$ cat src/rtl/inventory_store_pkg.sv
// rtl/inventory_store_pkg.sv - shared types and default widths for the inventory store
package inv_pkg;

  localparam int unsigned INV_ADDR_W = 8;
  localparam int unsigned INV_DATA_W = 8;

  // Command opcodes; encoding 2'b11 is reserved and executes as a read.
  typedef enum logic [1:0] {
    OP_READ   = 2'b00,
    OP_ADD    = 2'b01,
    OP_REMOVE = 2'b10
  } op_e;

  // Response status codes.
  typedef enum logic [1:0] {
    ST_OK    = 2'b00,
    ST_SAT   = 2'b01,
    ST_UNDER = 2'b10
  } status_e;

  // Controller states.
  typedef enum logic [2:0] {
    INIT   = 3'd0,
    IDLE   = 3'd1,
    READ   = 3'd2,
    MODIFY = 3'd3,
    WRITE  = 3'd4,
    RESP   = 3'd5
  } state_e;

endpackage

$ cat src/rtl/inventory_store_ram.sv
// rtl/inventory_store_ram.sv - single-port quantity storage with registered read
module inv_ram #(
  parameter int ADDR_W = 8,
  parameter int DATA_W = 8
) (
  input  logic              clk,
  input  logic              we_i,
  input  logic [ADDR_W-1:0] addr_i,
  input  logic [DATA_W-1:0] wdata_i,
  output logic [DATA_W-1:0] rdata_o
);

  // The array has no reset; the controller's INIT sweep clears it.
  logic [DATA_W-1:0] mem_q [0:(1<<ADDR_W)-1];
  logic [DATA_W-1:0] rdata_q;

  // Write-first-free storage: write on we, read data registered every cycle.
  always_ff @(posedge clk) begin
    if (we_i) begin
      mem_q[addr_i] <= wdata_i;
    end
    rdata_q <= mem_q[addr_i];
  end

  assign rdata_o = rdata_q;

endmodule

$ cat src/rtl/inventory_store.sv
// rtl/inventory_store.sv - read-modify-write quantity store; option macro INV_UNDERFLOW_CLAMP_EN
module inventory_store
  import inv_pkg::*;
#(
  parameter int ADDR_W = INV_ADDR_W,
  parameter int DATA_W = INV_DATA_W
) (
  input  logic              clk,
  input  logic              rst_n,
  input  logic              req_valid,
  output logic              req_ready,
  input  logic [1:0]        req_op,
  input  logic [ADDR_W-1:0] req_code,
  input  logic [DATA_W-1:0] req_quant,
  output logic              rsp_valid,
  input  logic              rsp_ready,
  output logic [DATA_W-1:0] rsp_qty,
  output logic [1:0]        rsp_status,
  output logic              busy
);

  state_e            state_q, state_d;
  logic [ADDR_W-1:0] sweep_q, sweep_d;
  logic [1:0]        op_q, op_d;
  logic [ADDR_W-1:0] code_q, code_d;
  logic [DATA_W-1:0] quant_q, quant_d;
  logic [DATA_W-1:0] new_q, new_d;
  logic [1:0]        status_q, status_d;
  logic              wr_due_q, wr_due_d;
  logic              rsp_valid_q, rsp_valid_d;
  logic [DATA_W-1:0] rsp_qty_q, rsp_qty_d;
  logic [1:0]        rsp_status_q, rsp_status_d;

  logic              ram_we;
  logic [ADDR_W-1:0] ram_addr;
  logic [DATA_W-1:0] ram_wdata;
  logic [DATA_W-1:0] ram_rdata;

  // One extra bit catches both carry-out (saturation) and borrow (underflow).
  logic [DATA_W:0]   sum;
  logic [DATA_W:0]   diff;

  assign sum  = {1'b0, ram_rdata} + {1'b0, quant_q};
  assign diff = {1'b0, ram_rdata} - {1'b0, quant_q};

  inv_ram #(.ADDR_W(ADDR_W), .DATA_W(DATA_W)) u_ram (
    .clk     (clk),
    .we_i    (ram_we),
    .addr_i  (ram_addr),
    .wdata_i (ram_wdata),
    .rdata_o (ram_rdata)
  );

  // Register all controller state; reset restarts the clearing sweep.
  always_ff @(posedge clk or negedge rst_n) begin
    if (!rst_n) begin
      state_q      <= INIT;
      sweep_q      <= '0;
      op_q         <= OP_READ;
      code_q       <= '0;
      quant_q      <= '0;
      new_q        <= '0;
      status_q     <= ST_OK;
      wr_due_q     <= 1'b0;
      rsp_valid_q  <= 1'b0;
      rsp_qty_q    <= '0;
      rsp_status_q <= ST_OK;
    end else begin
      state_q      <= state_d;
      sweep_q      <= sweep_d;
      op_q         <= op_d;
      code_q       <= code_d;
      quant_q      <= quant_d;
      new_q        <= new_d;
      status_q     <= status_d;
      wr_due_q     <= wr_due_d;
      rsp_valid_q  <= rsp_valid_d;
      rsp_qty_q    <= rsp_qty_d;
      rsp_status_q <= rsp_status_d;
    end
  end

  // Next-state, RAM port control and the saturation/underflow arithmetic.
  always_comb begin
    state_d      = state_q;
    sweep_d      = sweep_q;
    op_d         = op_q;
    code_d       = code_q;
    quant_d      = quant_q;
    new_d        = new_q;
    status_d     = status_q;
    wr_due_d     = wr_due_q;
    rsp_valid_d  = rsp_valid_q;
    rsp_qty_d    = rsp_qty_q;
    rsp_status_d = rsp_status_q;
    ram_we       = 1'b0;
    ram_addr     = code_q;
    ram_wdata    = new_q;

    unique case (state_q)
      INIT: begin
        ram_we    = 1'b1;
        ram_addr  = sweep_q;
        ram_wdata = '0;
        sweep_d   = sweep_q + 1'b1;
        if (sweep_q == {ADDR_W{1'b1}}) begin
          state_d = IDLE;
        end
      end
      IDLE: begin
        ram_addr = req_code;
        if (req_valid) begin
          op_d    = req_op;
          code_d  = req_code;
          quant_d = req_quant;
          state_d = READ;
        end
      end
      READ: begin
        state_d = MODIFY;
      end
      MODIFY: begin
        state_d = WRITE;
        case (op_q)
          OP_ADD: begin
            wr_due_d = 1'b1;
            if (sum[DATA_W]) begin
              new_d    = {DATA_W{1'b1}};
              status_d = ST_SAT;
            end else begin
              new_d    = sum[DATA_W-1:0];
              status_d = ST_OK;
            end
          end
          OP_REMOVE: begin
            if (diff[DATA_W]) begin
              status_d = ST_UNDER;
`ifdef INV_UNDERFLOW_CLAMP_EN
              new_d    = '0;
              wr_due_d = 1'b1;
`else
              new_d    = ram_rdata;
              wr_due_d = 1'b0;
`endif
            end else begin
              new_d    = diff[DATA_W-1:0];
              status_d = ST_OK;
              wr_due_d = 1'b1;
            end
          end
          default: begin
            new_d    = ram_rdata;
            status_d = ST_OK;
            wr_due_d = 1'b0;
          end
        endcase
      end
      WRITE: begin
        ram_we       = wr_due_q;
        rsp_qty_d    = new_q;
        rsp_status_d = status_q;
        rsp_valid_d  = 1'b1;
        state_d      = RESP;
      end
      RESP: begin
        if (rsp_ready) begin
          rsp_valid_d = 1'b0;
          state_d     = IDLE;
        end
      end
      default: begin
        state_d = INIT;
      end
    endcase
  end

  assign req_ready  = (state_q == IDLE);
  assign busy       = (state_q != IDLE);
  assign rsp_valid  = rsp_valid_q;
  assign rsp_qty    = rsp_qty_q;
  assign rsp_status = rsp_status_q;

endmodule

$ cat config.mk
export PLATFORM = sky130hd
export DESIGN_NAME = inventory_store
export DESIGN_NICKNAME = d
export VERILOG_FILES = /design/src/rtl/inventory_store_pkg.sv /design/src/rtl/inventory_store_ram.sv /design/src/rtl/inventory_store.sv
export SDC_FILE = /design/constraint.sdc
export NUM_CORES = 2
export LEC_CHECK = 0
export ABC_CLOCK_PERIOD_IN_PS = 8500
export BUFFER_PORTS_ARGS = -buffer_cell sky130_fd_sc_hd__buf_2
export CAP_MARGIN = 20
export CORE_MARGIN = 4
export CORE_UTILIZATION = 44
export DETAILED_ROUTE_END_ITERATION = 6
export REMOVE_ABC_BUFFERS = 1
export SLEW_MARGIN = 25
export SYNTH_ARGS = -nofsm -noshare
export SYNTH_HDL_FRONTEND = slang
export SYNTH_SLANG_ARGS = --single-unit
$ cat constraint.sdc
create_clock -name clk -period 8.5 [get_ports clk]
set_input_delay 1.7 -clock clk [delete_from_list [all_inputs] [get_ports clk]]
set_output_delay 1.7 -clock clk [all_outputs]
set_load 0.005 [all_outputs]
==> impl_metrics.env <==
export IMPL_outcome="finished clean"
export IMPL_ys_warnings_count=0
export IMPL_die_area_sq_um=198100
export IMPL_worst_slew_margin_rel=0.2038
export IMPL_grt_start_max_net_pins=185
export IMPL_setup_total_negative_slack_ps=0
export IMPL_post_route_cell_area_sq_um=94170
export IMPL_synth_seq_cells=2107
export IMPL_global_route_usage_total=0.2555
export IMPL_arrival_ps=6520
export IMPL_fin_worst_skew_ps=46.33
export IMPL_grt_overflow_total=0
export IMPL_post_dp_cell_area_sq_um=87140
export IMPL_dominantRegCellSynth="sky130_fd_sc_hd__edfxtp_1"
export IMPL_start_util=0.4425
export IMPL_grt_antenna_before_repair=10
export IMPL_drtIter0Drc=7381
export IMPL_fp_dieW_um=445.1
export IMPL_cts_resized=0
export IMPL_syn_area_sq_um=84060
export IMPL_post_synthesis_sequential_area_ratio=0.7487
export IMPL_nets=5550
export IMPL_clk_pin_slew_worst_paths_ps=70
export IMPL_synth_enable_flop_cells=2048
export IMPL_row_count=160
export IMPL_timing_setup_critical_path_class="flop to flop"
export IMPL_first_pass_iters=6
export IMPL_clk_path_buf_depth=3
export IMPL_via_count_of_the_first_global_routing_pass=48090
export IMPL_layout_drive_gt1_share=0.1341
export IMPL_post_layout_nonfiller_instances=8205
export IMPL_cts_buffers=212
export IMPL_postRouteWirelength_um=255800
export IMPL_critical_path_start_type="flop"
export IMPL_finalHoldViolations=0
export IMPL_die_h_um=445.1
export IMPL_drc_errors=0
export IMPL_timing_final_crit_period_ps=5833
export IMPL_holdPathStages=1
export IMPL_r2r_cells=8
export IMPL_rsz0062_at_grt="no"
export IMPL_multi_input_area_sq_um=19610
export IMPL_dp_final_hpwl_um=156900
export IMPL_placement_io_buffers=34
export IMPL_fmax_mhz=171.4
export IMPL_clkLatencyLatePin_ps=850
export IMPL_layout_area_seq_sq_um=62940
export IMPL_vdd_ir_drop_max_v=0.0002089
export IMPL_numClockSinks=2107
export IMPL_tritoncts="done"
export IMPL_synth_instances=5460
export IMPL_antenna_left=0
export IMPL_end_kind="flop"
export IMPL_n_fill_cell=15780
export IMPL_area_growth_pct=12.03
export IMPL_worst_slew_pin_slew_ps=1186
export IMPL_critical_path_peak_fanout=89
export IMPL_cellPowerDensity_nw_per_um2=219.4
export IMPL_worst_ep_required_time_ps=9180
export IMPL_asyncSetResetFlopFracSynth=0.02421
export IMPL_drv_max_cap_violation_count=0
export IMPL_place_congestion=0.9333
export IMPL_post_cts_repair_setup_buffers=0
export IMPL_core_area_sq_um=190000
export IMPL_route_detailed_wl_per_inst_um=31.18
export IMPL_setup_viol_count_final=0
export IMPL_dp_cells=7803
export IMPL_timing_final_crit_share=0.6862
export IMPL_post_dr_vias_cell=6.120
export IMPL_maxSlewViolCount=0
export IMPL_num_vias=50210
export IMPL_hold_path_class="flop to flop"
export IMPL_wire_length_of_the_first_global_routing_pass_um=364000
export IMPL_io_pin_count=35
export IMPL_cts_htree_levels=4
export IMPL_syn_avg_cell_area_sq_um=15.40
export IMPL_cts_root_buf="sky130_fd_sc_hd__clkbuf_16"
export IMPL_total_leakage_power_nw=33.27
export IMPL_ctsHoldBuffers=0
export IMPL_yosysUniqueCellTypes=80
## cell usage after synthesis (6+ instances only)
library cell                number  area, sq um
sky130_fd_sc_hd__edfxtp_1     2048        61500
sky130_fd_sc_hd__mux4_2        219         4932
sky130_fd_sc_hd__xnor2_1         8        70.07
sky130_fd_sc_hd__o21ai_0        52        260.3
sky130_fd_sc_hd__nand2b_1       10        62.56
sky130_fd_sc_hd__nand4_1        64        400.4
sky130_fd_sc_hd__o2111ai_1      14        122.6
sky130_fd_sc_hd__dfxtp_1         8        160.2
sky130_fd_sc_hd__buf_2         136        680.7
sky130_fd_sc_hd__or4_1           6        45.04
sky130_fd_sc_hd__o31ai_1        14        105.1
sky130_fd_sc_hd__buf_1          19        71.32
sky130_fd_sc_hd__a21o_1          7        52.55
sky130_fd_sc_hd__a21oi_1        67        335.3
sky130_fd_sc_hd__ha_1           19        237.7
sky130_fd_sc_hd__a32o_1          9        90.09
sky130_fd_sc_hd__o21a_1          8        60.06
sky130_fd_sc_hd__mux2_2         20        225.2
sky130_fd_sc_hd__nor2_1        354         1329
sky130_fd_sc_hd__nor4_1          8        50.05
sky130_fd_sc_hd__a32oi_1        26        227.7
sky130_fd_sc_hd__nor3_1         10        50.05
sky130_fd_sc_hd__a22oi_1        75        563.0
sky130_fd_sc_hd__nor2b_1        18        112.6
sky130_fd_sc_hd__and3_1         22        137.6
sky130_fd_sc_hd__a311oi_1       10        87.58
sky130_fd_sc_hd__xor2_1          6        52.55
sky130_fd_sc_hd__mux2i_1       162         1622
sky130_fd_sc_hd__a31oi_1        40        250.2
sky130_fd_sc_hd__a22o_1          7        61.31
sky130_fd_sc_hd__dfrtp_1        51         1276
sky130_fd_sc_hd__buf_4          26        195.2
sky130_fd_sc_hd__nand2_1      1072         4024
sky130_fd_sc_hd__clkbuf_1      113        424.2
sky130_fd_sc_hd__inv_1          22        82.58
sky130_fd_sc_hd__nand3_1       592         2963
sky130_fd_sc_hd__buf_6          21        236.5
sky130_fd_sc_hd__a41oi_1         7        61.31
## flip-flops by register name, summed over array words and instances, names as in the netlist
signal / cells
wr_due_q: 1
rsp_qty: 8
op_q: 2
u_ram.rdata_o: 8
rsp_valid: 1
rsp_status: 2
status_q: 2
sweep_q: 8
quant_q: 8
u_ram.mem_q: 2048
code_q: 8
new_q: 8
state_q: 3
## power breakdown
part | switching, W | internal (W)
registers | 0 | 0.0112
logic | 0.00000818 | 0.00000398
clock network | 0.00394 | 0.00549
total | 0.00395 | 0.0167
## layer usage
metal / track usage / vias to the layer above / wire length [um]
met3: 0.05691 / 570 / 26370
met5: 0 / - / 13
li1: - / 20930 / -
met1: 0.3580 / 25770 / 100500
met4: 0.1211 / 2 / 13960
met2: 0.3822 / 2941 / 115000
## worst max-delay path, cell delays in order (launching register included)
cell,delay (ps)
sky130_fd_sc_hd__dfrtp_1,760
sky130_fd_sc_hd__or2_1,840
sky130_fd_sc_hd__o21a_4,830
sky130_fd_sc_hd__buf_12,500
sky130_fd_sc_hd__mux4_2,630
sky130_fd_sc_hd__a22oi_1,580
sky130_fd_sc_hd__nand4_1,170
sky130_fd_sc_hd__nor4b_1,940
sky130_fd_sc_hd__o211ai_1,170
## placed cells by master (no fill, tap or decap), types with 9 or more instances in the layout
cell type,count
sky130_fd_sc_hd__a21oi_1,67
sky130_fd_sc_hd__a22oi_1,75
sky130_fd_sc_hd__a311oi_1,10
sky130_fd_sc_hd__a31oi_1,40
sky130_fd_sc_hd__a32o_1,9
sky130_fd_sc_hd__a32oi_1,26
sky130_fd_sc_hd__and3_1,22
sky130_fd_sc_hd__buf_12,25
sky130_fd_sc_hd__buf_2,34
sky130_fd_sc_hd__buf_4,91
sky130_fd_sc_hd__bufinv_16,27
sky130_fd_sc_hd__clkbuf_1,50
sky130_fd_sc_hd__clkbuf_16,217
sky130_fd_sc_hd__clkinv_1,46
sky130_fd_sc_hd__clkinv_2,38
sky130_fd_sc_hd__dfrtp_1,51
sky130_fd_sc_hd__edfxtp_1,2048
sky130_fd_sc_hd__ha_1,19
sky130_fd_sc_hd__inv_1,22
sky130_fd_sc_hd__mux2_2,20
sky130_fd_sc_hd__mux2i_1,162
sky130_fd_sc_hd__mux4_2,219
sky130_fd_sc_hd__nand2_1,1061
sky130_fd_sc_hd__nand2_2,11
sky130_fd_sc_hd__nand2b_1,10
sky130_fd_sc_hd__nand3_1,592
sky130_fd_sc_hd__nand4_1,64
sky130_fd_sc_hd__nor2_1,331
sky130_fd_sc_hd__nor2_2,17
sky130_fd_sc_hd__nor2_4,10
sky130_fd_sc_hd__nor2b_1,10
sky130_fd_sc_hd__o2111ai_1,14
sky130_fd_sc_hd__o21ai_0,49
sky130_fd_sc_hd__o31ai_1,14
## metrics by stage
step	setup slack [ps]	utilization	hold slack [ps]	total power [W]
after CTS	2806	0.4954	486.0	0.02075
final	2667	0.4957	483.6	0.02066
after detailed placement	2309	0.4587	472.9	0.01145
after floorplan	-22790	-	444.4	0.01144
after global routing	2585	0.4956	497.3	0.02122
after global placement	2231	0.4584	461.8	0.01145
## path summary, 6_finish.rpt
check / from / to / slack, ps
max: state_q[1]$_DFFE_PN0P_ / u_ram.rdata_o[5]$_DFF_P_ / 2670
min: rsp_valid$_DFFE_PN0P_ / rsp_valid$_DFFE_PN0P_ / 480
max reg2reg: state_q[1]$_DFFE_PN0P_ / u_ram.rdata_o[5]$_DFF_P_ / 2670
min reg2reg: rsp_valid$_DFFE_PN0P_ / rsp_valid$_DFFE_PN0P_ / 480
max in group asynchronous: rst_n / rsp_qty[0]$_DFFE_PN0P_ / 7040
min in group asynchronous: rst_n / quant_q[5]$_DFFE_PN0P_ / 970
## layout make-up
| class | instances | share of cell area |
|---|---|---|
| diodes | 5 | 0.0001329 |
| clock buffers | 267 | 0.05966 |
| clock inverters | 129 | 0.01458 |
| inverters | 22 | 0.0008769 |
| multi-input cells | 3012 | 0.2083 |
| flip-flops and latches | 2107 | 0.6683 |
| well taps | 2511 | 0.03336 |
| repair buffers | 152 | 0.01479 |
## kinds of logic (layout without fill, tap and decap cells)
| group | count (synthesis) | in the layout | share of synthesized area |
|---|---|---|---|
| xor gates and xnor gates | 14 | 14 | 0.001459 |
| buffers and inverters | 341 | 570 | 0.02106 |
| AOI/OAI and AO/OA | 389 | 389 | 0.03249 |
| other | 0 | 5 | 0 |
| muxes | 401 | 401 | 0.08065 |
| DFF | 2107 | 2107 | 0.7487 |
| adders and majority gates | 21 | 21 | 0.003304 |
| and+or+nand+nor | 2187 | 2187 | 0.1123 |
Power figures use the tool's default switching activity.
